[config.mk]
export PLATFORM = sky130hd
export DESIGN_NAME = tdc_meas_sequencer
export DESIGN_NICKNAME = d
export VERILOG_FILES = /design/src/rtl/tdc_pkg.sv /design/src/rtl/tdc_rr_arbiter.sv /design/src/rtl/tdc_meas_sequencer.sv
export SDC_FILE = /design/constraint.sdc
export NUM_CORES = 1
export LEC_CHECK = 0
export CORE_AREA = 2 2 60 104
export DETAILED_ROUTE_END_ITERATION = 10
export DIE_AREA = 0 0 62 106
export MAX_ROUTING_LAYER = met4
export PLACE_DENSITY = 0.8
export SYNTH_ARGS = -nofsm -noshare
export SYNTH_HDL_FRONTEND = slang
export SYNTH_SLANG_ARGS = --single-unit
[constraint.sdc]
create_clock -name clk -period 2.3 [get_ports clk]
set_input_delay 0.23 -clock clk [delete_from_list [all_inputs] [get_ports clk]]
set_output_delay 0.23 -clock clk [all_outputs]
set_load 0.005 [all_outputs]
[src/rtl/tdc_pkg.sv]
// rtl/tdc_pkg.sv - shared types and helpers for the TDC measurement sequencer
package tdc_pkg;

    typedef enum logic [2:0] {
        IDLE,
        ARM,
        MEASURE,
        WAIT_RESULT,
        OUTPUT
    } state_e;

    // Index width for a channel count, never narrower than one bit
    function automatic int ch_w(input int n);
        return (n > 1) ? $clog2(n) : 1;
    endfunction

    localparam int RES_DATA_MAX_W = 64;
    localparam int RES_CH_MAX_W   = 3;

    // One measurement result, sized for the widest supported configuration
    typedef struct packed {
        logic [RES_DATA_MAX_W-1:0] data;
        logic [RES_CH_MAX_W-1:0]   channel;
        logic                      timeout;
    } tdc_result_t;

endpackage

[src/rtl/tdc_rr_arbiter.sv]
// rtl/tdc_rr_arbiter.sv - round-robin channel pick starting after the last grant
module tdc_rr_arbiter
    import tdc_pkg::*;
#(
    parameter int CHANNELS = 2,
    parameter int CH_W     = ch_w(CHANNELS)
) (
    input  logic [CHANNELS-1:0] pending,
    input  logic [CH_W-1:0]     last_grant,
    output logic [CH_W-1:0]     grant,
    output logic                any_grant
);

    int idx;

    // Scan one full lap beginning just after last_grant; the first set bit wins
    always_comb begin
        grant     = '0;
        any_grant = 1'b0;
        idx       = 0;
        for (int off = 1; off <= CHANNELS; off++) begin
            idx = int'(last_grant) + off;
            if (idx >= CHANNELS) begin
                idx = idx - CHANNELS;
            end
            if (!any_grant && ((pending >> idx) & CHANNELS'(1)) != '0) begin
                any_grant = 1'b1;
                grant     = CH_W'(idx);
            end
        end
    end

endmodule

[src/rtl/tdc_meas_sequencer.sv]
// rtl/tdc_meas_sequencer.sv - round-robin measurement sequencer for a shared TDC core
module tdc_meas_sequencer
    import tdc_pkg::*;
#(
    parameter int  CHANNELS       = 2,
    parameter int  BIT_COUNT      = 32,
    parameter int  TIMEOUT_CYCLES = 1024,
    parameter int  RESULT_WAIT    = 16,
    localparam int CH_W           = ch_w(CHANNELS)
) (
    input  logic                 clk,
    input  logic                 reset_n,
    input  logic [CHANNELS-1:0]  req,
    input  logic [CHANNELS-1:0]  stop,
    input  logic                 ovr_clear,
    output logic                 tdc_enable,
    input  logic [BIT_COUNT-1:0] tdc_count,
    input  logic                 tdc_hasValue,
    output logic                 res_valid,
    input  logic                 res_ready,
    output logic [BIT_COUNT-1:0] res_data,
    output logic [CH_W-1:0]      res_channel,
    output logic                 res_timeout,
    output logic                 busy,
    output logic [CHANNELS-1:0]  overrun
);

    localparam int CNT_MAX = (TIMEOUT_CYCLES > RESULT_WAIT) ? TIMEOUT_CYCLES : RESULT_WAIT;
    localparam int CNT_W   = $clog2(CNT_MAX + 1);
    localparam logic [CNT_W-1:0] TIMEOUT_LAST = CNT_W'(TIMEOUT_CYCLES - 1);
    localparam logic [CNT_W-1:0] WAIT_LAST    = CNT_W'(RESULT_WAIT - 1);

    state_e               state_q, state_d;
    logic [CHANNELS-1:0]  pending_q, pending_d;
    logic [CHANNELS-1:0]  overrun_q, overrun_d;
    logic [CHANNELS-1:0]  grant_clear;
    logic [CH_W-1:0]      last_grant_q, last_grant_d;
    logic [CH_W-1:0]      channel_q, channel_d;
    logic [CH_W-1:0]      grant;
    logic                 any_grant;
    logic [CNT_W-1:0]     cnt_q, cnt_d;
    logic                 seen_low_q, seen_low_d;
    logic                 enable_q, enable_d;
    logic                 timeout_q, timeout_d;
    logic [BIT_COUNT-1:0] data_q, data_d;
    logic                 stop_sel;

    tdc_rr_arbiter #(
        .CHANNELS (CHANNELS),
        .CH_W     (CH_W)
    ) u_arb (
        .pending    (pending_q),
        .last_grant (last_grant_q),
        .grant      (grant),
        .any_grant  (any_grant)
    );

    // A grant in IDLE consumes its pending bit; a same-cycle request re-arms it without overrun
    assign grant_clear = (state_q == IDLE && any_grant) ? (CHANNELS'(1) << grant) : '0;
    assign pending_d   = (pending_q & ~grant_clear) | req;
    assign overrun_d   = (ovr_clear ? '0 : overrun_q) | (req & pending_q & ~grant_clear);

    // Only the channel currently being measured may end the measurement
    assign stop_sel = |(stop & (CHANNELS'(1) << channel_q));

    // Next-state and datapath updates for the measurement sequence
    always_comb begin
        state_d      = state_q;
        last_grant_d = last_grant_q;
        channel_d    = channel_q;
        cnt_d        = cnt_q;
        seen_low_d   = seen_low_q;
        enable_d     = enable_q;
        timeout_d    = timeout_q;
        data_d       = data_q;

        // A stale high hasValue from the previous run must not be mistaken for a fresh result
        if ((state_q == MEASURE || state_q == WAIT_RESULT) && !tdc_hasValue) begin
            seen_low_d = 1'b1;
        end

        unique case (state_q)
            IDLE: begin
                if (any_grant) begin
                    channel_d = grant;
                    state_d   = ARM;
                end
            end
            ARM: begin
                enable_d   = 1'b1;
                cnt_d      = '0;
                seen_low_d = 1'b0;
                state_d    = MEASURE;
            end
            MEASURE: begin
                if (stop_sel) begin
                    enable_d  = 1'b0;
                    timeout_d = 1'b0;
                    cnt_d     = '0;
                    state_d   = WAIT_RESULT;
                end else if (cnt_q == TIMEOUT_LAST) begin
                    enable_d  = 1'b0;
                    timeout_d = 1'b1;
                    cnt_d     = '0;
                    state_d   = WAIT_RESULT;
                end else begin
                    cnt_d = cnt_q + 1'b1;
                end
            end
            WAIT_RESULT: begin
                if (tdc_hasValue && seen_low_q) begin
                    data_d  = timeout_q ? '1 : tdc_count;
                    state_d = OUTPUT;
                end else if (cnt_q == WAIT_LAST) begin
                    data_d    = '1;
                    timeout_d = 1'b1;
                    state_d   = OUTPUT;
                end else begin
                    cnt_d = cnt_q + 1'b1;
                end
            end
            OUTPUT: begin
                if (res_ready) begin
                    last_grant_d = channel_q;
                    state_d      = IDLE;
                end
            end
            default: state_d = IDLE;
        endcase
    end

    // State and datapath registers; reset drops tdc_enable immediately
    always_ff @(posedge clk or negedge reset_n) begin
        if (!reset_n) begin
            state_q      <= IDLE;
            pending_q    <= '0;
            overrun_q    <= '0;
            last_grant_q <= CH_W'(CHANNELS - 1);
            channel_q    <= '0;
            cnt_q        <= '0;
            seen_low_q   <= 1'b0;
            enable_q     <= 1'b0;
            timeout_q    <= 1'b0;
            data_q       <= '0;
        end else begin
            state_q      <= state_d;
            pending_q    <= pending_d;
            overrun_q    <= overrun_d;
            last_grant_q <= last_grant_d;
            channel_q    <= channel_d;
            cnt_q        <= cnt_d;
            seen_low_q   <= seen_low_d;
            enable_q     <= enable_d;
            timeout_q    <= timeout_d;
            data_q       <= data_d;
        end
    end

    assign tdc_enable  = enable_q;
    assign res_valid   = (state_q == OUTPUT);
    assign res_data    = data_q;
    assign res_channel = channel_q;
    assign res_timeout = timeout_q;
    assign busy        = (state_q != IDLE);
    assign overrun     = overrun_q;

endmodule

### Word level (Yosys, flattened, before mapping)

Cells that the tools add are included.

* register bits: 55
* input port bits: 41
* output and inout port bits: 39
* word-level logic and storage cells: 96

* add/subtract/negate cells: 5
* magnitude comparators: 2
* equality and inequality tests: 13
* shifts and indexed selects: 4
* multiplexer cells: 33
* bitwise logic cells: 7
* reductions and logical operators: 22

Operators with widths (count)
* $mux W32: 5
* $ge A32 B3 Y1 const B: 2
* $shr A2 B32 Y1: 2
* $sub A32 B3 Y32 const B: 2
* $mux W11: 4
* $pmux W11 S3: 1
* $mux W3: 6
* $pmux W3 S5: 1
* $mux W1: 12
* $add A11 B1 Y11 const B: 1
* $eq A11 B10 Y1 const B: 1
* $eq A11 B4 Y1 const B: 1
* $and A2 B2 Y2: 4
* $reduce_and A2 Y1: 4
* $reduce_and A4 Y1: 2
* $reduce_bool A2 Y1: 4
* $eq A3 B2 Y1 const B: 2
* $ne A2 B2 Y1 const B: 3
* $reduce_bool A3 Y1: 2
* $logic_and A1 B1 Y1: 4
* $mux W2: 2
* $ne A2 B1 Y1 const B: 2
* $or A2 B2 Y2: 2
* $pmux W1 S2: 2
* other kinds (13): 15

### Longest topological paths before layout

Gate-level depths: netlist of run 1.

* word-level depth: 13
* depth in mapped cells: 9
* depth with buffers taken out: 6

### Hierarchy

Synthesis of run 1 repeated with hierarchy kept, for this count alone.

* cells, all modules: 276
* area total of the unflattened synthesis: 2582.5 um^2

Modules (own cells, without submodules)
* tdc_meas_sequencer: times used 1, cells each 274, area an instance 2568.7 um^2, sequential area each 1377.6 um^2
* tdc_rr_arbiter: times used 1, cells each 2, area an instance 13.8 um^2, sequential area each 0.0 um^2

### Worst setup path before layout of run 1

No wires, ideal clock.

* path type: reg-to-reg
* start: register cnt_q[0]
* end: register cnt_q[6]
* library setup time: 0.066 ns
* arrival: 1.685 ns
* required time: 2.234 ns
* slack: 0.549 ns
* stages on the path, launching flop included: 8
* path buffers: 1
* period minus slack after synthesis: 1.751 ns
* path through: dfrtp_1 ha_1 and3_1 buf_2 nand4_1 nand2_2 or4_1 nand2_1

* word-level cells in the longest chain between the ends: 4
* elaborated cells between the ends (all ways): 10
* those cells by class: add/sub: 1; eq/ne: 3; mux: 5; reduce/logical: 1

RTL lines
* start: declaration: line tdc_meas_sequencer.sv:41 `logic [CNT_W-1:0] cnt_q, cnt_d;`
* start signal: assignment: line tdc_meas_sequencer.sv:151 `cnt_q <= cnt_d;`
* $add A11 B1 Y11 or $eq A11 B10 Y1 (tied branches): line tdc_meas_sequencer.sv:107, tdc_meas_sequencer.sv:119, tdc_meas_sequencer.sv:101
* $mux W11, on equally long branches: line tdc_meas_sequencer.sv:114, tdc_meas_sequencer.sv:101
* $mux W11, on equally long branches: line tdc_meas_sequencer.sv:111, tdc_meas_sequencer.sv:96
* $pmux W11 S3: line tdc_meas_sequencer.sv:82 `unique case (state_q)`

Parallel ways exist; a longest one is shown, timed or not. The select of a mux whose other input is x is not followed.
A chain may end at the register's enable or synchronous reset.

### Worst setup path in the final report of run 1

* start: register state_q[2]
* end: output port res_valid

* word-level cells in the longest chain between the ends: 1

RTL lines
* start: declaration: line tdc_meas_sequencer.sv:33 `state_e state_q, state_d;`
* start signal: assignment: line tdc_meas_sequencer.sv:146 `state_q <= state_d;`
* $eq A3 B3 Y1: line tdc_meas_sequencer.sv:160 `assign res_valid = (state_q == OUTPUT);`
* end: declaration: line tdc_meas_sequencer.sv:19 `output logic res_valid,`

No other way between the ends.

==> impl_summary.md, run 1 <==
Hold path
In this run the worst hold path is classified as input pin to async pin.

Logic synthesis
The share of the Yosys chip area taken by registers is between 50% and 60%. By area, the combinational part of the netlist is dominated by simple AND/OR/NAND/NOR gates. The post-synthesis share of cell area spent on and, or, nand and nor gates is 22.6%. Of all cell types, the one taking the most synthesized area is dfrtp_1. The compound-cell area share of the yosys netlist is between 10 and 15%.

The Yosys step of the flow raised 0 warnings. After synthesis the netlist holds a flip-flop and latch count of 55. Yosys attributes the largest share of cell area to dfrtp_1, nor2_1, a21oi_1.

The unique cell type count in the Yosys netlist is 41. Summing the areas of all xor and xnor instances in the mapped netlist gives 2.75% of the synthesized area. In this run the cell area of the synthesized design comes to 2550 um^2.

Synthesis handed over a netlist of 274 instances. The share of the synthesized area in the top cell type is a little over half. Synthesis produced a netlist with a net count of 316. The multiplexer fraction of the synthesized cell area is ~1.3%. The per-instance average area after synthesis is 9.31 um^2.

The post-synthesis adder-cell area fraction is 0.490%.

STA
Setup violations remaining at the end of the flow were counted as 0. For the final routed database, the setup TNS stands at 0 ps. The number of endpoints with negative hold slack in the final report came to 0. The transition at the pin with the smallest max-transition slack is 686 ps.

The number of max-slew violations in the final report came to 0. On the final layout, the worst hold slack is 21.5 ps. The share of the cycle needed by the critical path after routing is between 90 and 100%. Setup repair after global routing left no endpoint under its margin. In this run the tightest slew margin relative to its limit is 54.3%. For the final database, setup skew stands at roughly 14 ps. The achievable frequency is 0.472 GHz. The final period demand of the worst path is about 2100 ps.

Die
The core region is approximately 5800 um^2. The vertical extent of the die is 106 um. After floorplanning, the core was divided into 37 placement rows. 80 I/O pins were placed.

The die covers 6570 um^2. The die is 62 um wide. For this configuration, the core starts out at a cell density of 44.1%.

Clock network
The number of setup buffers added after CTS is 0. The count of clock tree sinks is between 50 and 60. In this run the clock root is driven by a clkbuf_8. The post-cts gate resize count is 0. The clock tree from TritonCTS is done. The largest buffer count on any clock path is 2.

The clock input transition at the sequential cells of the worst setup and hold paths is roughly 100 ps. The clock insertion delay at the later pin of the skew report is 310 ps. The hold buffer count at CTS is 0. CTS built an H-tree with a depth of 2.

The CTS buffer count is 5.

Critical path
The data arrival time at the worst-slack endpoint is around 1900 ps. The largest stage delay on the critical path is between 500 and 600 ps. The kind of cell with the highest combined delay on the critical path is buffers and inverters. The number of buffers and inverters on the critical path is 2. The required time at the endpoint of the critical path is 2070 ps.

The worst setup path is of the flip-flop to output port kind. The element type at the critical path end is an output port. The slowest cell on the critical path is clkdlybuf4s50_1. Traced cell by cell, the critical path runs through inv_1 -> nor3_1 -> clkdlybuf4s50_1. The worst setup path is launched from a flip-flop. The maximum fanout encountered on the critical timing path is 8.

Placement
The global placement routability congestion is 0.890. Summed over all nets, the half-perimeter wirelength after detailed placement is 4320 um. In this run, placement finished with an instance count of around 420.

Input and output buffers added on the ports amount to 79. After detailed placement, the total cell area comes to 3390 um^2.

Power
Dividing total power by cell area gives a power density of 1130 nW/um^2. The analysis attributes to net switching a power of ~0.0014 W. The total chip power is a little under 0.004 W. The leakage dissipation is 1.42 nW. The part of the power in registers is between 40% and 50%.

The share of total power dissipated in combinational logic is around 44%. The internal portion of the total power is 0.00252 W. The largest voltage drop on the vdd net is 0.661 mV. The clock network power share is 14.3%.

Net switching is ~36% of the power.

Flow run
The max-cap violation count is 0.

Final layout
The layout net count is 392. The number of diodes is 0. The area growth from synthesis to layout is 36.7%.

After routing the design area is about 3500 um^2. In the final layout, the share of cells above drive strength 1 is 8.26%. For this run, the number of standard cells in the final layout without fillers is around 430.

In the layout the commonest cells are nor2_1, clkdlybuf4s50_1, dfrtp_1.

Route
The total via count after detailed routing is 2171. The first TritonRoute pass finished after 4 iterations. In the routed design, unresolved DRC markers number 0. The DRC marker count from the first detailed-route iteration is 95. The routed length per instance is 13.9 um.

The remaining antenna violation count after routing is 0. The final layout contains routed wiring with a total length of 5960 um. Using the TritonRoute via totals, the vias-per-cell ratio works out to 5.06.

GRT
The via count of the first global-routing pass was about 2.2k. The aggregate global routing overflow is 0. The number of antenna violations at the first check in global routing came to 0. The combined global-route utilization of all metal layers is between 20% and 30%. The first global-routing pass estimated 10000 um of wire.

Entering global routing, the biggest net connects 56 pins.

Outcome
The run finished with clean final reports.
stage by stage:
stage | utilization (%) | setup WS, ps
global placement | 58.6 | 432
detailed placement | 58.6 | 412
global route | 60.3 | 58.3
floorplan | - | 549
finish | 60.3 | 179
CTS | 60.3 | 180
routing by layer:
metal,wire length [um],GRT usage [%],vias to the layer above
li1,-,-,1078
met1,2370,24.5,1040
met2,3260,34.0,42
met3,176,2.55,11
met4,164,8.97,0
met5,0,-,-
power by group through the flow:
stage | combinational, W | clock, W | sequential [W]
after floorplan | 0.000889 | 0 | 0.00159
after global placement | 0.00171 | 0 | 0.00163
after detailed placement | 0.00175 | 0 | 0.00164
after CTS | 0.00176 | 0.000577 | 0.00163
after global routing | 0.00192 | 0.000618 | 0.00168
final | 0.00174 | 0.000563 | 0.00163
path summary, 6_finish.rpt:
path,endpoint,slack (ps),start,depth (start not counted)
max,res_valid,180,state_q[2]$_DFFE_PN0P_,3
min,res_timeout$_DFFE_PN0P_,20,reset_n,2
max reg2reg,res_data[21]$_DFFE_PN0P_,410,cnt_q[0]$_DFFE_PN0P_,7
min reg2reg,overrun[1]$_DFF_PN0_,500,overrun[1]$_DFF_PN0_,1
max in group asynchronous,res_data[17]$_DFFE_PN0P_,1800,reset_n,2
min in group clk,overrun[1]$_DFF_PN0_,500,overrun[1]$_DFF_PN0_,1
area by class of cell:
cell class,count,area [um^2]
multi-input combinational,197,1070
inverter,8,30.0
clock buffer,7,86.3
tap,78,97.6
clock inverter,1,8.76
sequential,55,1380
fill,511,2300
timing repair buffer,83,816
logic make-up after synthesis:
group | after synthesis
xor+xnor | 8
compound gates | 59
simple gates | 126
buf+inv | 22
flops | 55
fa+ha+maj | 1
mux | 3
flip-flops by register name, indices dropped and copies added, names as in the netlist:
| name | flops |
|---|---|
| res_data | 32 |
| cnt_q | 11 |
| state_q | 3 |
| overrun | 2 |
| pending_q | 2 |
| last_grant_q | 1 |
| res_channel | 1 |
| res_timeout | 1 |
| seen_low_q | 1 |
| tdc_enable | 1 |
Yosys cell counts:
| cell type | number |
|---|---|
| nor2_1 | 78 |
| dfrtp_1 | 54 |
| a21oi_1 | 31 |
| nand2_1 | 13 |
| inv_1 | 8 |
| o21ai_0 | 8 |
| a21oi_2 | 7 |
| clkbuf_1 | 6 |
| nand4_1 | 6 |
| xor2_1 | 6 |
| nand3_1 | 5 |
| nor3_1 | 4 |
| a21o_1 | 3 |
| and2_1 | 3 |
| and3_1 | 3 |
| buf_2 | 3 |
| buf_4 | 3 |
| nor3b_1 | 3 |
| a32o_1 | 2 |
| buf_6 | 2 |
| mux2_2 | 2 |
| nor2b_1 | 2 |
| o22a_1 | 2 |
| or2_2 | 2 |
| xnor2_1 | 2 |
| a211oi_1 | 1 |
| a22o_1 | 1 |
| a41oi_1 | 1 |
| and4_1 | 1 |
| dfstp_2 | 1 |
| ha_1 | 1 |
| mux2i_1 | 1 |
| nand2_2 | 1 |
| nand3b_1 | 1 |
| nor3_2 | 1 |
| nor4_1 | 1 |
| nor4_4 | 1 |
| o21ba_2 | 1 |
| o311ai_1 | 1 |
| o41ai_1 | 1 |
| or4_1 | 1 |
worst reg2reg max path, delay by kind of cell (launching register included):
family                     cells  cell delay [ps]
AOI/OAI and AO/OA              2              330
DFF                            1              400
and+or+nand+nor                3              550
buffers and inverters          1              350
adders and majority gates      1              190
Power figures use the tool's default switching activity.
==> inputs of run 2 (changes only) <==
Settings changed: CORE_AREA 2 2 60 104 to 2 2 87 72, DIE_AREA 0 0 62 106 to 0 0 89 74.
==> run 2 against run 1 <==
  * Cell area is 1.0% higher
  * Sequential share of layout area fell by 0.39 points
  * Clock-buffer cell count decreased by 1
  * Flip-flop and latch count unchanged
  * Clock power increased by 12%
  * Combinational power hardly changed
  * Critical path depth is the same
  * Largest power group unchanged
==> impl_summary.md, run 2 (synthesis results as in run 1) <==
Clock network
The hold buffer count at CTS was 1 (was 0). The clock tree from TritonCTS is done (unchanged). The library cell used as clock root buffer is clkbuf_8 (unchanged). The count of clock tree sinks was 55 (unchanged). The post-cts gate resize count is 0 (unchanged).

The CTS buffer count is 5 (unchanged). The number of H-tree levels came to 2 (unchanged). The clock insertion delay at the later pin of the skew report came to 310 ps (about the same). The largest buffer count on any clock path is 2 (unchanged). The clock input transition at the sequential cells of the worst setup and hold paths is 90 ps (was 100 ps). The number of setup buffers added after CTS is 0 (unchanged).

Critical path
The required time at the endpoint of the critical path was 2070 ps (about the same). The data arrival time at the worst-slack endpoint was 1830 ps (was 1890 ps). The largest stage delay on the critical path is 550 ps (was 570 ps).

The category of the critical setup timing path is flip-flop to output port (unchanged). The type of element launching the critical path is a flip-flop (unchanged). The slowest cell on the critical path is dfrtp_1 (was clkdlybuf4s50_1).

The element type at the critical path end is an output port (unchanged). The kind of cell with the highest combined delay on the critical path is flip-flops (was buffers and inverters). Cell Chain, Critical Path: nor3_1 -> inv_1 -> clkdlybuf4s50_1 (was inv_1 -> nor3_1 -> clkdlybuf4s50_1).

The maximum fanout encountered on the critical timing path came to 15 (was 8). The number of buffers and inverters on the critical path came to 2 (unchanged).

STA
The number of failing setup endpoints in the final timing report was 0 (unchanged). The relative slew slack came to 55.7% (was 54.3%). The final worst clock skew was 8.76 ps (was 14.2 ps). The sum of negative setup slack is 0 ps (unchanged). The number of endpoints with negative hold slack in the final report is 0 (unchanged). The final period demand of the worst path is 2060 ps (was 2120 ps). Setup repair after global routing missed its margin: false (unchanged). The number of max-slew violations in the final report is 0 (unchanged). The achievable frequency is 0.486 GHz (was 0.472 GHz). The share of the cycle needed by the critical path after routing is 89.4% (was 92.2%).

The transition at the pin with the smallest max-transition slack was 665 ps (was 686 ps).

Placement
The global placement routability congestion is 0.942 (was 0.890). The port buffer count was 79 (unchanged). The total half-perimeter wirelength after legalization and detailed placement is 4280 um (was 4320 um).

Power
The leakage dissipation is 1.43 nW (was 1.42 nW). The clock network power share came to 16.0% (was 14.3%). The part of the power in registers is 40.9% (was 41.4%). The largest voltage drop on the vdd net was 0.721 mV (was 0.661 mV). The net switching power of the design is 0.00137 W (was 0.00141 W). The fraction of power spent switching nets is 34.6% (was 35.9%). The power density relative to cell area is 1120 nW/um^2 (was 1130 nW/um^2). The internal power consumption was 0.00259 W (was 0.00252 W). The relative contribution of combinational cells to total power is 43.1% (was 44.2%).

Hold path
The worst min-delay path class is input pin to async pin (unchanged).

Die
The row count was 25 (was 37). The total core area came to 5760 um^2 (was 5790 um^2). The overall die area is 6590 um^2 (was 6570 um^2). The width of the die is 89 um (was 62 um). The vertical extent of the die is 74 um (was 106 um). The count of pins on the block boundary is 80 (unchanged). The effective utilization at floorplan came to 44.3% (was 44.1%).

Route
The DRC marker count from the first detailed-route iteration is 153 (was 95). The number of detailed-route iterations in the first pass is 4 (unchanged). The via-per-instance ratio came to 5.00 (was 5.06). The routed length per instance is 13.4 um (was 13.9 um). The total via count after detailed routing was 2160 (was 2171). The remaining antenna violation count after routing is 0 (unchanged). The total DRC errors in the routed layout is 0 (unchanged). The final routed wirelength across all metal layers is 5780 um (was 5960 um).

GRT
The aggregate global routing overflow is 0 (unchanged). The largest net degree at the start of global routing is 40 (was 56). The first-pass GRT wire length is 9630 um (was 10000 um). The number of antenna violations at the first check in global routing is 0 (unchanged). The via count of the first global-routing pass is 2112 (was 2217). The combined global-route utilization of all metal layers is 19.4% (was 20.7%).

Final layout
The utilization after layout is 61.2% (was 60.3%). The flip-flop count of the largest register, all copies and words added came to 32 (unchanged). The number of fillers in the final layout was 530 (was 511). The layout net count was 392 (unchanged). The fraction of final layout cells with drive strength greater than 1 came to 7.98% (was 8.26%). The area growth from synthesis to layout was 38.1% (was 36.7%). The number of diodes is 0 (unchanged). Commonest cells after routing, fill and taps aside: nor2_1, clkdlybuf4s50_1, dfrtp_1 (unchanged).

Outcome
Run status: completed (unchanged).

Flow run
The max-cap violation count is 0 (unchanged).
-- run 2: worst register-to-register path, delay by kind of cell, from the launching register on --
kind,cells,cell delay (ps)
DFF,1,400
and+or+nand+nor,3,550
AOI/OAI and AO/OA,2,350
adders and majority gates,1,210
buffers and inverters,1,360
-- run 2: metal layers --
layer | vias up | track usage [%] | wire [um]
met3 | 5 | 4.66 | 414
met1 | 1001 | 25.9 | 2590
met2 | 78 | 30.9 | 2730
li1 | 1076 | - | -
met4 | 0 | 3.65 | 42
met5 | - | - | 0
-- run 2: worst paths after layout --
check | from | to | slack [ps] | depth (start not counted)
max | state_q[1]$_DFFE_PN0P_ | busy | 240 | 3
min | reset_n | state_q[0]$_DFFE_PN0P_ | 490 | 2
max reg2reg | cnt_q[1]$_DFFE_PN0P_ | res_data[11]$_DFFE_PN0P_ | 350 | 7
min reg2reg | overrun[1]$_DFF_PN0_ | overrun[1]$_DFF_PN0_ | 520 | 1
max in group asynchronous | reset_n | res_data[10]$_DFFE_PN0P_ | 1260 | 3
min in group clk | tdc_count[9] | res_data[9]$_DFFE_PN0P_ | 520 | 3
-- run 2: power groups by stage --
stage                     logic [W]  clock network, W  registers [W]
after global routing        0.00193          0.000695        0.00168
final                       0.00171          0.000632        0.00162
after global placement      0.00168                 0        0.00162
after CTS                   0.00173          0.000654        0.00162
after detailed placement    0.00172                 0        0.00164
after floorplan            0.000889                 0        0.00159
-- run 2: final cells by class --
type                    count  area [um^2]  area share (%)
inverters                   8         30.0           0.852
repair buffers             83          831            23.6
well taps                  81          101            2.88
multi-input cells         197         1070            30.4
clock inverters             2         38.8            1.10
clock buffers               6         72.6            2.06
flip-flops and latches     55         1380            39.1
-- run 2: per-stage QoR --
step           hold WS [ps]  std cells  power [W]  setup WS, ps  cell area [um^2]
4_1_cts                 510        432    0.00400           230              3520
3_5_place_dp            304        423    0.00336           405              3400
5_1_grt                 523        432    0.00430          65.7              3520
3_3_place_gp            304        423    0.00330           442              3400
6_report                490        432    0.00396           244              3520
2_1_floorplan         -65.6        274    0.00248           549              2550
==> inputs of run 3 (changes only) <==
Settings changed: PLACE_DENSITY 0.8 to 0.74.
==> run 3 against run 2 <==
  * Clock-buffer cell count increased by 1
  * The flow now finishes with violations (negative hold slack)
  * Sequential power about the same
  * Highest routed layer unchanged
  * Via count increased by 0.42%
  * Largest cell class unchanged
  * Combinational power about the same
  * First-iteration DRC count decreased by 54%
  * Global-route usage decreased by 0.37 points
==> impl_summary.md, run 3 (synthesis results as in run 1) <==
Critical path
The register-to-register setup slack is 430 ps (was 350 ps). The number of buffers and inverters on the critical path came to 2 (unchanged). The total number of cells along the worst setup path came to 3 (unchanged). The maximum fanout encountered on the critical timing path is 15 (unchanged). Cell Chain, Critical Path: nor3_1 -> inv_1 -> clkdlybuf4s50_1 (unchanged). The element type at the critical path end is an output port (unchanged). The type of element launching the critical path is a flip-flop (unchanged). The required time at the endpoint of the critical path was 2070 ps (about the same). The category of the critical setup timing path was flip-flop to output port (unchanged). The kind of cell with the highest combined delay on the critical path is flip-flops (unchanged). The capturing point of the worst reg2reg path is cnt_q[6]$_DFFE_PN0P_ (was res_data[11]$_DFFE_PN0P_). The critical path capture point is busy (unchanged). The largest stage delay on the critical path came to 560 ps (was 550 ps).

The reg-to-reg startpoint is cnt_q[0]$_DFFE_PN0P_ (was cnt_q[1]$_DFFE_PN0P_). The data arrival time at the worst-slack endpoint was 1870 ps (was 1830 ps). The slowest cell on the critical path was dfrtp_1 (unchanged). The depth of the worst register-to-register path came to 6 (was 7). The worst setup path startpoint is state_q[1]$_DFFE_PN0P_ (unchanged).

Die
The count of pins on the block boundary is 80 (unchanged). The vertical extent of the die is 74 um (unchanged). The overall die area is 6590 um^2 (unchanged). The total core area is 5760 um^2 (unchanged). The width of the die is 89 um (unchanged). The effective utilization at floorplan is 44.3% (unchanged).

The row count is 25 (unchanged).

Hold path
The worst min-delay path class is input pin to async pin (unchanged).

Route
The total via count after detailed routing was 2169 (was 2160). The number of detailed-route iterations in the first pass is 4 (unchanged). The final routed wirelength across all metal layers was 5940 um (was 5780 um). The total DRC errors in the routed layout is 0 (unchanged). The routed length per instance came to 13.8 um (was 13.4 um). The remaining antenna violation count after routing is 0 (unchanged).

The via-per-instance ratio is 5.03 (was 5.00). The DRC marker count from the first detailed-route iteration is 71 (was 153).

Clock network
The count of clock tree sinks is 55 (unchanged). The clock tree from TritonCTS is done (unchanged). The library cell used as clock root buffer is clkbuf_8 (unchanged). The number of setup buffers added after CTS is 0 (unchanged). The number of H-tree levels was 2 (unchanged). The CTS buffer count is 5 (unchanged). The post-cts gate resize count was 0 (unchanged). The hold buffer count at CTS is 0 (was 1).

The clock input transition at the sequential cells of the worst setup and hold paths was 90 ps (about the same). The largest buffer count on any clock path is 2 (unchanged). The clock insertion delay at the later pin of the skew report was 300 ps (was 310 ps).

STA
The number of endpoints with negative hold slack in the final report is 4 (was 0). The achievable frequency was 0.477 GHz (was 0.486 GHz). Setup repair after global routing missed its margin: false (unchanged).

The final period demand of the worst path is 2100 ps (was 2060 ps). The final worst clock skew is 3.74 ps (was 8.76 ps). The sum of negative setup slack is 0 ps (unchanged). The transition at the pin with the smallest max-transition slack is 759 ps (was 665 ps). The share of the cycle needed by the critical path after routing is 91.1% (was 89.4%). The number of failing setup endpoints in the final timing report is 0 (unchanged). The relative slew slack was 49.4% (was 55.7%). The minimum hold slack came to -4.01 ps (was 490 ps). The number of max-slew violations in the final report is 0 (unchanged).

GRT
The combined global-route utilization of all metal layers is 19.1% (was 19.4%). The via count of the first global-routing pass was 2009 (was 2112). The largest net degree at the start of global routing is 66 (was 40).

The number of antenna violations at the first check in global routing was 0 (unchanged). The aggregate global routing overflow is 0 (unchanged). The first-pass GRT wire length came to 9470 um (was 9630 um).

Final layout
The number of diodes is 0 (unchanged). The layout net count is 391 (was 392). The number of fillers in the final layout was 515 (was 530). The flip-flop count of the largest register, all copies and words added is 32 (unchanged). The fraction of final layout cells with drive strength greater than 1 is 8.00% (was 7.98%).

Commonest cells after routing, fill and taps aside: nor2_1, clkdlybuf4s50_1, dfrtp_1 (unchanged). The utilization after layout is 60.8% (was 61.2%). The area growth from synthesis to layout was 37.1% (was 38.1%).

Flow run
The max-cap violation count came to 0 (unchanged).

Outcome
The final reports fail on negative hold slack. Run status: complete, but fails checks (was completed).

Power
The leakage dissipation is 1.42 nW (was 1.43 nW). The largest voltage drop on the vdd net is 0.841 mV (was 0.721 mV). The power density relative to cell area was 1110 nW/um^2 (was 1120 nW/um^2).

Placement
The global placement routability congestion is 0.867 (was 0.942). The port buffer count is 79 (unchanged). The total half-perimeter wirelength after legalization and detailed placement came to 4280 um (about the same).
## run 3: per-layer routing
metal	up-vias	GRT usage (%)	wire length (um)
met5	-	-	0
met4	0	5.14	57
met3	5	3.66	359
met2	69	29.0	2730
met1	1016	26.4	2800
li1	1079	-	-
## run 3: worst min-delay path by stage
| stage | start | end | slack (ps) | cells past startpoint |
|---|---|---|---|---|
| after floorplan | reset_n | cnt_q[0]$_DFFE_PN0P_ | -70 | 0 |
| after global placement | reset_n | res_timeout$_DFFE_PN0P_ | 340 | 1 |
| after detailed placement | reset_n | res_timeout$_DFFE_PN0P_ | 340 | 1 |
| after CTS | reset_n | cnt_q[9]$_DFFE_PN0P_ | 6 | 1 |
| after global routing | reset_n | cnt_q[9]$_DFFE_PN0P_ | 40 | 1 |
| final | reset_n | res_timeout$_DFFE_PN0P_ | -4 | 1 |
## run 3: metrics by stage
stage	hold WS (ps)	cells	cell area, um^2	setup slack, ps	power, W
after floorplan	-65.6	274	2550	549	0.00248
after detailed placement	341	423	3400	400	0.00336
final	-4.01	431	3500	204	0.00388
after global routing	42.8	431	3500	86.7	0.00420
after CTS	6.13	431	3500	199	0.00392
after global placement	336	423	3400	432	0.00331
## run 3: final cells by class
cell class	count	area, um^2	area share, %
Sequential cell	55	1380	39.4
Multi-Input combinational cell	197	1070	30.7
Timing Repair Buffer	82	821	23.5
Tap cell	81	101	2.90
Clock buffer	7	86.3	2.47
Inverter	8	30.0	0.859
Clock inverter	1	8.76	0.250
## run 3: worst register-to-register path, delay by kind of cell (launching register included)
kind                     cells  cell delay, ps
adder cells (fa/ha/maj)      1             230
AND/OR/NAND/NOR              5            1160
flip-flops                   1             420
## run 3: report_power, final
| part | switching, W | internal (W) | leakage (nW) |
|---|---|---|---|
| logic | 0.000783 | 0.000936 | 0.783 |
| registers | 0.000292 | 0.00133 | 0.590 |
| clock network | 0.000295 | 0.000247 | 0.0484 |
| total | 0.00137 | 0.00251 | 1.42 |
